### src/rtl/com_status_sticky_reg_pkg.sv
// Shared constants and types for the pix28 status register instance.
// Index/width helpers used by com_status_sticky_reg and its bit slices.
package cms_pix28_package;

  function automatic int idx_w(input int n);
    return (n > 1) ? $clog2(n) : 1;
  endfunction

  localparam int PIX28_NUM_STICKY = 20;
  localparam int PIX28_NUM_LEVEL  = 4;
  localparam int PIX28_DATA_W     = 32;

  localparam int STICKY_LSB = 0;
  localparam int STICKY_MSB = PIX28_NUM_STICKY - 1;
  localparam int LEVEL_LSB  = PIX28_NUM_STICKY;
  localparam int LEVEL_MSB  = PIX28_NUM_STICKY + PIX28_NUM_LEVEL - 1;

  // Bit 3 is a pulse source that must count once per assertion
  localparam logic [PIX28_NUM_STICKY-1:0] PIX28_EDGE_MODE = 20'h0_0008;

  typedef logic [idx_w(PIX28_NUM_STICKY)-1:0] pix28_idx_t;

endpackage

### src/rtl/com_status_sticky_bit.sv
// One sticky status bit: edge/level set detect, set-over-clear priority and
// an optional saturating event counter (COM_STATUS_EVENT_COUNTER_EN).
module com_status_sticky_bit #(
  parameter bit EDGE  = 1'b0,
  parameter int CNT_W = 8
) (
  input  logic             i_clk,
  input  logic             i_rst_n,
  input  logic             i_evt,
  input  logic             i_clr,
  output logic             o_sticky,
  output logic             o_set
`ifdef COM_STATUS_EVENT_COUNTER_EN
  ,
  output logic [CNT_W-1:0] o_cnt
`endif
);

  logic r_prev;
  logic r_sticky;
  logic w_set;

  assign w_set    = EDGE ? (i_evt & ~r_prev) : i_evt;
  assign o_set    = w_set;
  assign o_sticky = r_sticky;

  always_ff @(posedge i_clk or negedge i_rst_n) begin
    if (!i_rst_n) begin
      r_prev   <= 1'b0;
      r_sticky <= 1'b0;
    end else begin
      r_prev   <= i_evt;
      r_sticky <= w_set | (r_sticky & ~i_clr);
    end
  end

`ifdef COM_STATUS_EVENT_COUNTER_EN
  logic [CNT_W-1:0] r_cnt;

  assign o_cnt = r_cnt;

  always_ff @(posedge i_clk or negedge i_rst_n) begin
    if (!i_rst_n) begin
      r_cnt <= '0;
    end else if (i_clr) begin
      r_cnt <= w_set ? CNT_W'(1) : '0;
    end else if (w_set && (r_cnt != {CNT_W{1'b1}})) begin
      r_cnt <= r_cnt + CNT_W'(1);
    end
  end
`endif

endmodule

### src/rtl/com_status_sticky_reg.sv
// Sticky/level status word with W1C, irq mask, first-event capture.
// Optional per-bit event counters: COM_STATUS_EVENT_COUNTER_EN.
module com_status_sticky_reg
  import cms_pix28_package::*;
#(
  parameter int                    NUM_STICKY = 20,
  parameter int                    NUM_LEVEL  = 4,
  parameter int                    DATA_W     = 32,
  parameter logic [NUM_STICKY-1:0] EDGE_MODE  = '0,
  parameter int                    CNT_W      = 8
) (
  input  logic                          fw_axi_clk,
  input  logic                          fw_rst_n,
  input  logic [NUM_STICKY-1:0]         sticky_evt_i,
  input  logic [NUM_LEVEL-1:0]          level_i,
  input  logic                          clear_all_i,
  input  logic                          w1c_strobe_i,
  input  logic [DATA_W-1:0]             w1c_data_i,
  input  logic                          mask_we_i,
  input  logic [NUM_STICKY-1:0]         mask_data_i,
  input  logic [idx_w(NUM_STICKY)-1:0]  cnt_sel_i,
  output logic [DATA_W-1:0]             fw_read_status_reg,
  output logic [idx_w(NUM_STICKY)-1:0]  first_evt_idx_o,
  output logic                          first_evt_vld_o,
  output logic                          irq_o,
  output logic [CNT_W-1:0]              cnt_rdata_o
);

  localparam int IDX_W = idx_w(NUM_STICKY);

  if (NUM_STICKY + NUM_LEVEL > DATA_W) begin : g_width_chk
    $error("NUM_STICKY+NUM_LEVEL exceeds DATA_W");
  end

  logic [NUM_STICKY-1:0] w_sticky;
  logic [NUM_STICKY-1:0] w_set;
  logic [NUM_STICKY-1:0] w_clr;
  logic [NUM_LEVEL-1:0]  r_level;
  logic [NUM_STICKY-1:0] r_mask;
  logic                  r_irq;
  logic [IDX_W-1:0]      r_first_idx;
  logic                  r_first_vld;
  logic [IDX_W-1:0]      w_low_idx;

`ifdef COM_STATUS_EVENT_COUNTER_EN
  logic [CNT_W-1:0] w_cnt [NUM_STICKY];
  logic [CNT_W-1:0] w_cnt_mux;
  logic [CNT_W-1:0] r_cnt_rd;
  logic             w_unused;

  assign w_unused = ^w1c_data_i;
`else
  logic w_unused;

  assign w_unused = ^{w1c_data_i, cnt_sel_i};
`endif

  for (genvar i = 0; i < NUM_STICKY; i++) begin : g_bit
    assign w_clr[i] = clear_all_i | (w1c_strobe_i & w1c_data_i[i]);

    com_status_sticky_bit #(
      .EDGE  (EDGE_MODE[i]),
      .CNT_W (CNT_W)
    ) u_bit (
      .i_clk    (fw_axi_clk),
      .i_rst_n  (fw_rst_n),
      .i_evt    (sticky_evt_i[i]),
      .i_clr    (w_clr[i]),
      .o_sticky (w_sticky[i]),
      .o_set    (w_set[i])
`ifdef COM_STATUS_EVENT_COUNTER_EN
      ,
      .o_cnt    (w_cnt[i])
`endif
    );
  end

  always_comb begin
    w_low_idx = '0;
    for (int i = NUM_STICKY - 1; i >= 0; i--) begin
      if (w_set[i]) w_low_idx = IDX_W'(i);
    end
  end

  // A clear coinciding with an event re-arms and latches in one step
  always_ff @(posedge fw_axi_clk or negedge fw_rst_n) begin
    if (!fw_rst_n) begin
      r_level     <= '0;
      r_mask      <= '0;
      r_irq       <= 1'b0;
      r_first_idx <= '0;
      r_first_vld <= 1'b0;
    end else begin
      r_level <= level_i;
      r_irq   <= |(w_sticky & r_mask);
      if (mask_we_i) r_mask <= mask_data_i;
      if ((!r_first_vld || clear_all_i) && (|w_set)) begin
        r_first_idx <= w_low_idx;
        r_first_vld <= 1'b1;
      end else if (clear_all_i) begin
        r_first_idx <= '0;
        r_first_vld <= 1'b0;
      end
    end
  end

`ifdef COM_STATUS_EVENT_COUNTER_EN
  always_comb begin
    w_cnt_mux = '0;
    for (int i = 0; i < NUM_STICKY; i++) begin
      if (int'(cnt_sel_i) == i) w_cnt_mux = w_cnt[i];
    end
  end

  always_ff @(posedge fw_axi_clk or negedge fw_rst_n) begin
    if (!fw_rst_n) r_cnt_rd <= '0;
    else           r_cnt_rd <= w_cnt_mux;
  end

  assign cnt_rdata_o = r_cnt_rd;
`else
  assign cnt_rdata_o = '0;
`endif

  always_comb begin
    fw_read_status_reg = '0;
    fw_read_status_reg[NUM_STICKY-1:0] = w_sticky;
    fw_read_status_reg[NUM_STICKY +: NUM_LEVEL] = r_level;
  end

  assign first_evt_idx_o = r_first_idx;
  assign first_evt_vld_o = r_first_vld;
  assign irq_o           = r_irq;

endmodule

### config.mk
export PLATFORM = sky130hd
export DESIGN_NAME = com_status_sticky_reg
export DESIGN_NICKNAME = d
export VERILOG_FILES = /design/src/rtl/com_status_sticky_reg_pkg.sv /design/src/rtl/com_status_sticky_bit.sv /design/src/rtl/com_status_sticky_reg.sv
export SDC_FILE = /design/constraint.sdc
export NUM_CORES = 1
export LEC_CHECK = 0
export CORE_MARGIN = 2
export CORE_UTILIZATION = 42
export CTS_CLUSTER_DIAMETER = 100
export DETAILED_ROUTE_END_ITERATION = 12
export HOLD_SLACK_MARGIN = 0.1
export PLACE_DENSITY = 0.85
export SYNTH_ARGS = -nofsm -noshare
export SYNTH_HDL_FRONTEND = slang
export SYNTH_SLANG_ARGS = --single-unit
### constraint.sdc
create_clock -name fw_axi_clk -period 3.28 [get_ports fw_axi_clk]
set_input_delay 0.328 -clock fw_axi_clk [delete_from_list [all_inputs] [get_ports fw_axi_clk]]
set_output_delay 0.328 -clock fw_axi_clk [all_outputs]
set_load 0.01 [all_outputs]
==> reports/qor.csv, run 1 <==
stage,metric,value,unit
grt,first_global_vias,1947,
worst_setup_path,cp-end-kind,register,
clock_network,clock-sinks,51,
drt,ant_nets,0,
final_layout,finish.utilization,0.587,
grt,grt_max_degree,52,
power,p_per_area,387,mW/mm²
timing,finalSetupViolCount,0,
logic_synthesis,yosysSeqAreaShare,0.513,
clock_network,postCtsSetupBuffers,0,
worst_setup_path,crit_path_start_kind,input pin,
drt,dr_total_vias,1946,
place,dpl.cell_count,367,
timing,fmax,555,MHz
grt,grt_pass1_wl,9.40,mm
final_layout,area_delta_synth_final,37.3,%
drt,wire_per_inst,16.0,µm
timing,setup_slack,1.48,ns
power,p_leak,1.40,nW
clock_network,clk_latency,0.29,ns
worst_setup_path,worstSetupStartpoint,sticky_evt_i[16],
grt,antenna_found_initial,0,
logic_synthesis,syn_area,0.00249,mm²
clock_network,ctsHoldBuffers,0,
final_layout,final_cell_area,0.00342,mm²
power,power,1.32,mW
drt,via_per_inst,5.19,
final_layout,fill_cells,516,
worst_setup_path,path_delay_family,simple AND/OR/NAND/NOR gates,
floorplan,rows,28,
timing,whs,0.248,ns
worst_setup_path,r2r_start,g_bit[0].u_bit.o_sticky$_DFF_PN0_,
logic_synthesis,netlist.area_leader.share,0.513,
clock_network,cts_max_path_buffers,2,
timing,rsz0062_at_grt,no,
timing,fin_tns_setup,0,ns
drt,wl,6.00,mm
logic_synthesis,synth-async-reset-ratio,1.00,
grt,gr-total-overflow,0,
final_layout,regArea,0.00128,mm²
floorplan,start_util,0.428,
floorplan,die_w,81.0,µm
clock_network,path_clk_slew,0.09,ns
clock_network,cts_tree,built,
final_layout,drive_above_1_share,0.190,
clock_network,cts_resized,0,
logic_synthesis,synth_flop_cell,dfrtp_1,
drt,drc_errors,0,
worst_setup_path,cp_num_buf_inv,1,
logic_synthesis,synth_cell_types,35,
drt,dr.pass1.iters,4,
place,place_area,0.00333,mm²
logic_synthesis,synth_most_common_cell,dfrtp_1,
clock_network,cts_buffers,5,
floorplan,num_io_pins,133,
timing,relSlewSlack,0.257,
logic_synthesis,synth_edf_count,0,
min_path,hp-class,in -> async,
worst_setup_path,crit_type,in -> reg,
timing,hold_viol_final,0,
place,hpwl,4.72,mm
clock_network,cts-root-buf,clkbuf_8,
timing,post-route-min-period,1.80,ns
final_layout,multiInputGateArea,953,µm²
place,gp_congestion,0.872,
power,peakVddDrop,203,µV
floorplan,die_height,81.0,µm
worst_setup_path,cpMaxStageDelayCell,nor4_1,
clock_network,htreeDepth,2,
run_status,status,"complete, no violations",
logic_synthesis,ys_top_cells_by_count,"dfrtp_1, buf_4, nand2_1",
final_layout,n_antenna_cell,0,
logic_synthesis,syn_area_per_cell,11.3,µm²
logic_synthesis,synth_top_area_cell,dfrtp_1,
floorplan,die_area,0.00656,mm²
timing,skew,0.00569,ns
timing,tightest_slew,1.11,ns
final_layout,fin_nets,385,
drt,drt_iter0_markers,93,
worst_setup_path,r2r_slack,1.81,ns
worst_setup_path,required,3.50,ns
final_layout,final_cells,375,
logic_synthesis,yosysWarnings,0,
logic_synthesis,synth.ff_latch_count,51,
worst_setup_path,cp_cell_sequence,"clkdlybuf4s50_1, nor4_1, nand2_2, nand2_4, mux2i_1",
floorplan,core_area,0.00582,mm²
logic_synthesis,synth.area.top_cells,"dfrtp_1, buf_4, mux2_2",
logic_synthesis,synthCells,220,
place,portBuffers,99,
worst_setup_path,worstPathArrival,2.02,ns
place,pre_cts_ws,1.20,ns
worst_setup_path,cp_max_fo,4,
grt,track_usage,0.190,
worst_setup_path,critPathMaxStageDelay,0.75,ns
job,cap_violations,0,
timing,fin_crit_sh,0.550,
timing,slew_viol_final,0,
## path summary, 6_finish.rpt
kind / end / cells after the start
min reg2reg: r_mask[18]$_DFFE_PN0P_ / 1
max reg2reg: irq_o$_DFF_PN0_ / 4
min in group fw_axi_clk: r_level[2]$_DFF_PN0_ / 1
min: first_evt_idx_o[2]$_DFFE_PN0P_ / 1
max in group asynchronous: g_bit[3].u_bit.o_sticky$_DFF_PN0_ / 1
max: first_evt_idx_o[1]$_DFFE_PN0P_ / 5
## layout by cell type (no fill, tap or decap), types with 2 or more instances in the layout
cell,count
a21oi_1,4
a221oi_1,5
a22o_1,4
a22oi_1,2
a31o_2,20
clkbuf_8,5
clkdlybuf4s50_1,98
clkinv_2,3
conb_1,16
dfrtp_1,51
inv_1,5
mux2_2,20
mux2i_1,2
nand2_1,27
nor2_1,7
nor4_1,5
nor4_2,3
o211ai_1,2
o21ai_0,2
o31ai_1,2
## where the power goes
group | internal, mW | leakage (nW) | total, mW | switching, mW
Clock | 0.146 | 0.0477 | 0.336 | 0.190
Combinational | 0.167 | 0.767 | 0.281 | 0.113
Sequential | 0.676 | 0.587 | 0.706 | 0.0307
## flip-flops by register name, indices dropped and copies added (netlist names)
name,cells
r_mask,20
first_evt_idx_o,5
r_level,4
irq_o,1
first_evt_vld_o,1
g_bit.u_bit.o_sticky,20
## layer usage
metal / part of all wire / global-route usage
met5: 0 / 0
met4: 0.011 / 0.0593
met3: 0.062 / 0.0356
met2: 0.50 / 0.321
met1: 0.43 / 0.248
## logic make-up (layout without fill, tap and decap cells)
| family | Yosys count | in the layout | share of synthesized area |
|---|---|---|---|
| simple gates | 52 | 52 | 0.109 |
| buf+inv | 48 | 113 | 0.127 |
| mux | 22 | 22 | 0.0985 |
| flops | 51 | 51 | 0.513 |
| compound gates | 46 | 46 | 0.152 |
| other cells | 1 | 16 | 0.00151 |
## worst register-to-register path: stages (launching register included)
cell and delay (ns):
dfrtp_1 0.41, a22o_1 0.24, a221oi_1 0.31, and3_1 0.28
nand4_1 0.11
## cell type report
| type | count | area share |
|---|---|---|
| clock buffer | 5 | 0.0201 |
| multi-input combinational | 136 | 0.279 |
| tap | 75 | 0.0275 |
| sequential | 51 | 0.374 |
| inverter | 6 | 0.00659 |
| timing repair buffer | 99 | 0.289 |
| clock inverter | 3 | 0.00440 |
Power figures use the tool's default switching activity.
==> run 2, diff against run 1 <==
--- a/config.mk
+++ b/config.mk
@@ -6,11 +6,11 @@
 export NUM_CORES = 1
 export LEC_CHECK = 0
 export CORE_MARGIN = 2
-export CORE_UTILIZATION = 42
+export CORE_UTILIZATION = 35
 export CTS_CLUSTER_DIAMETER = 100
 export DETAILED_ROUTE_END_ITERATION = 12
 export HOLD_SLACK_MARGIN = 0.1
-export PLACE_DENSITY = 0.85
+export PLACE_DENSITY = 0.76
 export SYNTH_ARGS = -nofsm -noshare
 export SYNTH_HDL_FRONTEND = slang
 export SYNTH_SLANG_ARGS = --single-unit
==> constraint.sdc (replaced) <==
create_clock -name fw_axi_clk -period 1.6 [get_ports fw_axi_clk]
set_input_delay 0.16 -clock fw_axi_clk [delete_from_list [all_inputs] [get_ports fw_axi_clk]]
set_output_delay 0.16 -clock fw_axi_clk [all_outputs]
set_load 0.01 [all_outputs]
==> run 2 against run 1 <==
  * Die area rose by 19%
  * Final area rose by 8.8%
  * Register-to-register slack got worse by 1.7 ns
  * First-iteration DRC count rose by 25%
  * Global-route usage fell by 1.1 points
  * Largest cell class unchanged
==> reports/qor.csv, run 2 (synthesis gave the netlist of run 1 again) <==
stage,metric,value,unit,change
worst_setup_path,cp-end-kind,register,,
final_layout,regArea,0.00128,mm²,unchanged
place,place_area,0.00360,mm²,+8.1%
worst_setup_path,cp_num_buf_inv,2,,+1
worst_setup_path,crit_cells,6,,+1
drt,drt_iter0_markers,116,,+25%
clock_network,postCtsSetupBuffers,0,,unchanged
worst_setup_path,worstSetupStartpoint,sticky_evt_i[9],,
clock_network,htreeDepth,2,,unchanged
clock_network,cts_max_path_buffers,2,,unchanged
drt,wire_per_inst,16.1,µm,+0.65%
worst_setup_path,r2r_start,g_bit[0].u_bit.o_sticky$_DFF_PN0_,,
power,p_per_area,767,mW/mm²,+98%
timing,finalSetupViolCount,0,,unchanged
timing,skew,0.00529,ns,-0.000403 ns
drt,dr.pass1.iters,4,,unchanged
floorplan,die_area,0.00780,mm²,+19%
floorplan,die_height,88.3,µm,+9.1%
drt,drc_errors,0,,unchanged
clock_network,cts_buffers,5,,unchanged
timing,fin_crit_sh,0.949,,
final_layout,layout_common_cells,"clkdlybuf4s50_1, dfrtp_1, nand2_1",,
final_layout,final_common_cell,clkdlybuf4s50_1,,
job,cap_violations,0,,unchanged
clock_network,path_clk_slew,0.09,ns,about the same
worst_setup_path,r2r_slack,0.13,ns,-1.68 ns
final_layout,final_cell_area,0.00372,mm²,+8.8%
worst_setup_path,cpMaxStageDelayCell,or4_1,,
timing,post-route-min-period,1.52,ns,
worst_setup_path,crit_path_start_kind,input pin,,
timing,hold_viol_final,0,,unchanged
place,portBuffers,99,,unchanged
floorplan,rows,30,,+7.1%
grt,gr-total-overflow,0,,unchanged
power,peakVddDrop,470,µV,+130%
floorplan,num_io_pins,133,,unchanged
grt,track_usage,0.178,,-0.0114
final_layout,drive_above_1_share,0.261,,+0.0707
clock_network,clk_latency,0.31,ns,+0.02 ns
worst_setup_path,cp_max_fo,4,,unchanged
min_path,hp-class,in -> reg,,
timing,slew_viol_final,0,,unchanged
worst_setup_path,critPathMaxStageDelay,0.48,ns,-0.27 ns
floorplan,die_w,88.3,µm,+9.1%
grt,first_global_vias,2151,,+10%
final_layout,n_antenna_cell,0,,unchanged
drt,dr_total_vias,2064,,+6.1%
clock_network,clock-sinks,51,,unchanged
worst_setup_path,crit_end,first_evt_idx_o[1]$_DFFE_PN0P_,,
power,p_leak,1.55,nW,+11%
run_status,status,"complete, no violations",,
worst_setup_path,crit_type,in -> reg,,
worst_setup_path,reg2regPathDepth,5,,+1
timing,fmax,659,MHz,
worst_setup_path,path_delay_family,buffers and inverters,,
grt,antenna_found_initial,0,,unchanged
drt,wl,6.80,mm,+13%
power,power,2.85,mW,+120%
final_layout,multiInputGateArea,970,µm²,+1.7%
final_layout,area_delta_synth_final,49.4,%,
clock_network,cts_tree,built,,
floorplan,core_area,0.00683,mm²,+17%
drt,ant_nets,0,,unchanged
floorplan,start_util,0.364,,-0.0636
worst_setup_path,required,1.84,ns,-1.66 ns
worst_setup_path,worstPathArrival,1.76,ns,-0.26 ns
timing,rsz0062_at_grt,no,,
timing,whs,0.281,ns,+0.0329 ns
grt,grt_max_degree,52,,unchanged
place,gp_congestion,0.842,,-3.5%
worst_setup_path,cp_cell_sequence,"clkdlybuf4s50_1, buf_4, o31ai_2, a31oi_1, or4_1, mux2i_1",,
final_layout,fin_nets,412,,+7.0%
drt,via_per_inst,4.89,,-5.7%
grt,grt_pass1_wl,10.5,mm,+11%
final_layout,fill_cells,650,,+26%
worst_setup_path,r2r_end,irq_o$_DFF_PN0_,,
place,hpwl,5.24,mm,+11%
clock_network,cts-root-buf,clkbuf_8,,
[run 2: cell count changes in the layout (fill, tap and decap cells not counted), sizes merged]
cell | before | now
clkbuf | 5 | 6
buf | 1 | 27
dlygate4sd3 | 0 | 1
clkinv | 3 | 1
[run 2: layout make-up]
cell class,instances,area share
flip-flops and latches,51,0.343
well taps,96,0.0323
multi-input cells,136,0.261
clock buffers,6,0.0222
clock inverters,1,0.00135
repair buffers,126,0.334
inverters,6,0.00606
[run 2: how the worst min path moves through the flow]
stage | from | end | slack [ns] | depth (start not counted)
global placement | fw_rst_n | r_mask[4]$_DFFE_PN0P_ | 0.17 | 2
global route | level_i[0] | r_level[0]$_DFF_PN0_ | 0.28 | 1
floorplan | fw_rst_n | first_evt_idx_o[0]$_DFFE_PN0P_ | -0.14 | 0
detailed placement | fw_rst_n | r_mask[11]$_DFFE_PN0P_ | 0.17 | 2
CTS | level_i[0] | r_level[0]$_DFF_PN0_ | 0.27 | 1
finish | level_i[0] | r_level[0]$_DFF_PN0_ | 0.28 | 1
[run 2: power by group]
group / switching [mW] / leakage [nW] / total, mW / internal, mW
Combinational: 0.251 / 0.918 / 0.648 / 0.396
Clock: 0.415 / 0.0470 / 0.755 / 0.340
Sequential: 0.0643 / 0.587 / 1.45 / 1.38
Total: 0.731 / 1.55 / 2.85 / 2.12
[run 2: what timing repair did]
action / 4_1_cts / 5_1_grt
endpoints found under the hold margin: 51 / 0
endpoints found under the setup margin: 0 / 2
resized for setup: 0 / 3
hold buffers: 1 / 0
[run 2: per-layer routing]
layer,GRT usage,part of all wire
met5,0,0
met4,0.0537,0.016
met3,0.0466,0.070
met2,0.301,0.49
met1,0.226,0.43
[run 2: worst register-to-register path: cells and delay by family (launching register included)]
| kind | cells | cell delay, ns |
|---|---|---|
| DFF | 1 | 0.41 |
| AOI/OAI and AO/OA | 2 | 0.49 |
| and+or+nand+nor | 2 | 0.29 |
| buffers and inverters | 1 | 0.16 |
[run 2: through the flow]
step / instances / setup WS, ns / TNS (ns) / utilization
finish: 422 / 0.0819 / 0 / 0.544
global route: 422 / 0.0219 / 0 / 0.544
CTS: 422 / 0.00775 / 0 / 0.542
detailed placement: 414 / -0.232 / -1.09 / 0.527
global placement: 414 / -0.181 / -0.910 / 0.527
floorplan: 235 / 0.409 / 0 / -
==> run 3, diff against run 2 <==
--- a/config.mk
+++ b/config.mk
@@ -8,6 +8,7 @@
 export CORE_MARGIN = 2
 export CORE_UTILIZATION = 35
 export CTS_CLUSTER_DIAMETER = 100
+export CTS_CLUSTER_SIZE = 40
 export DETAILED_ROUTE_END_ITERATION = 12
 export HOLD_SLACK_MARGIN = 0.1
 export PLACE_DENSITY = 0.76
==> constraint.sdc (replaced) <==
create_clock -name fw_axi_clk -period 1.6 [get_ports fw_axi_clk]
set_input_delay 0.16 -clock fw_axi_clk [delete_from_list [all_inputs] [get_ports fw_axi_clk]]
set_output_delay 0.16 -clock fw_axi_clk [all_outputs]
set_load 0.02 [all_outputs]
==> results of run 3 <==
Same layout as run 2 (identical final DEF). Status: complete, no violations.
Main changes from that run: total power 2.85 mW -> 2.90 mW; worst IR drop on VDD 470 µV -> 477 µV
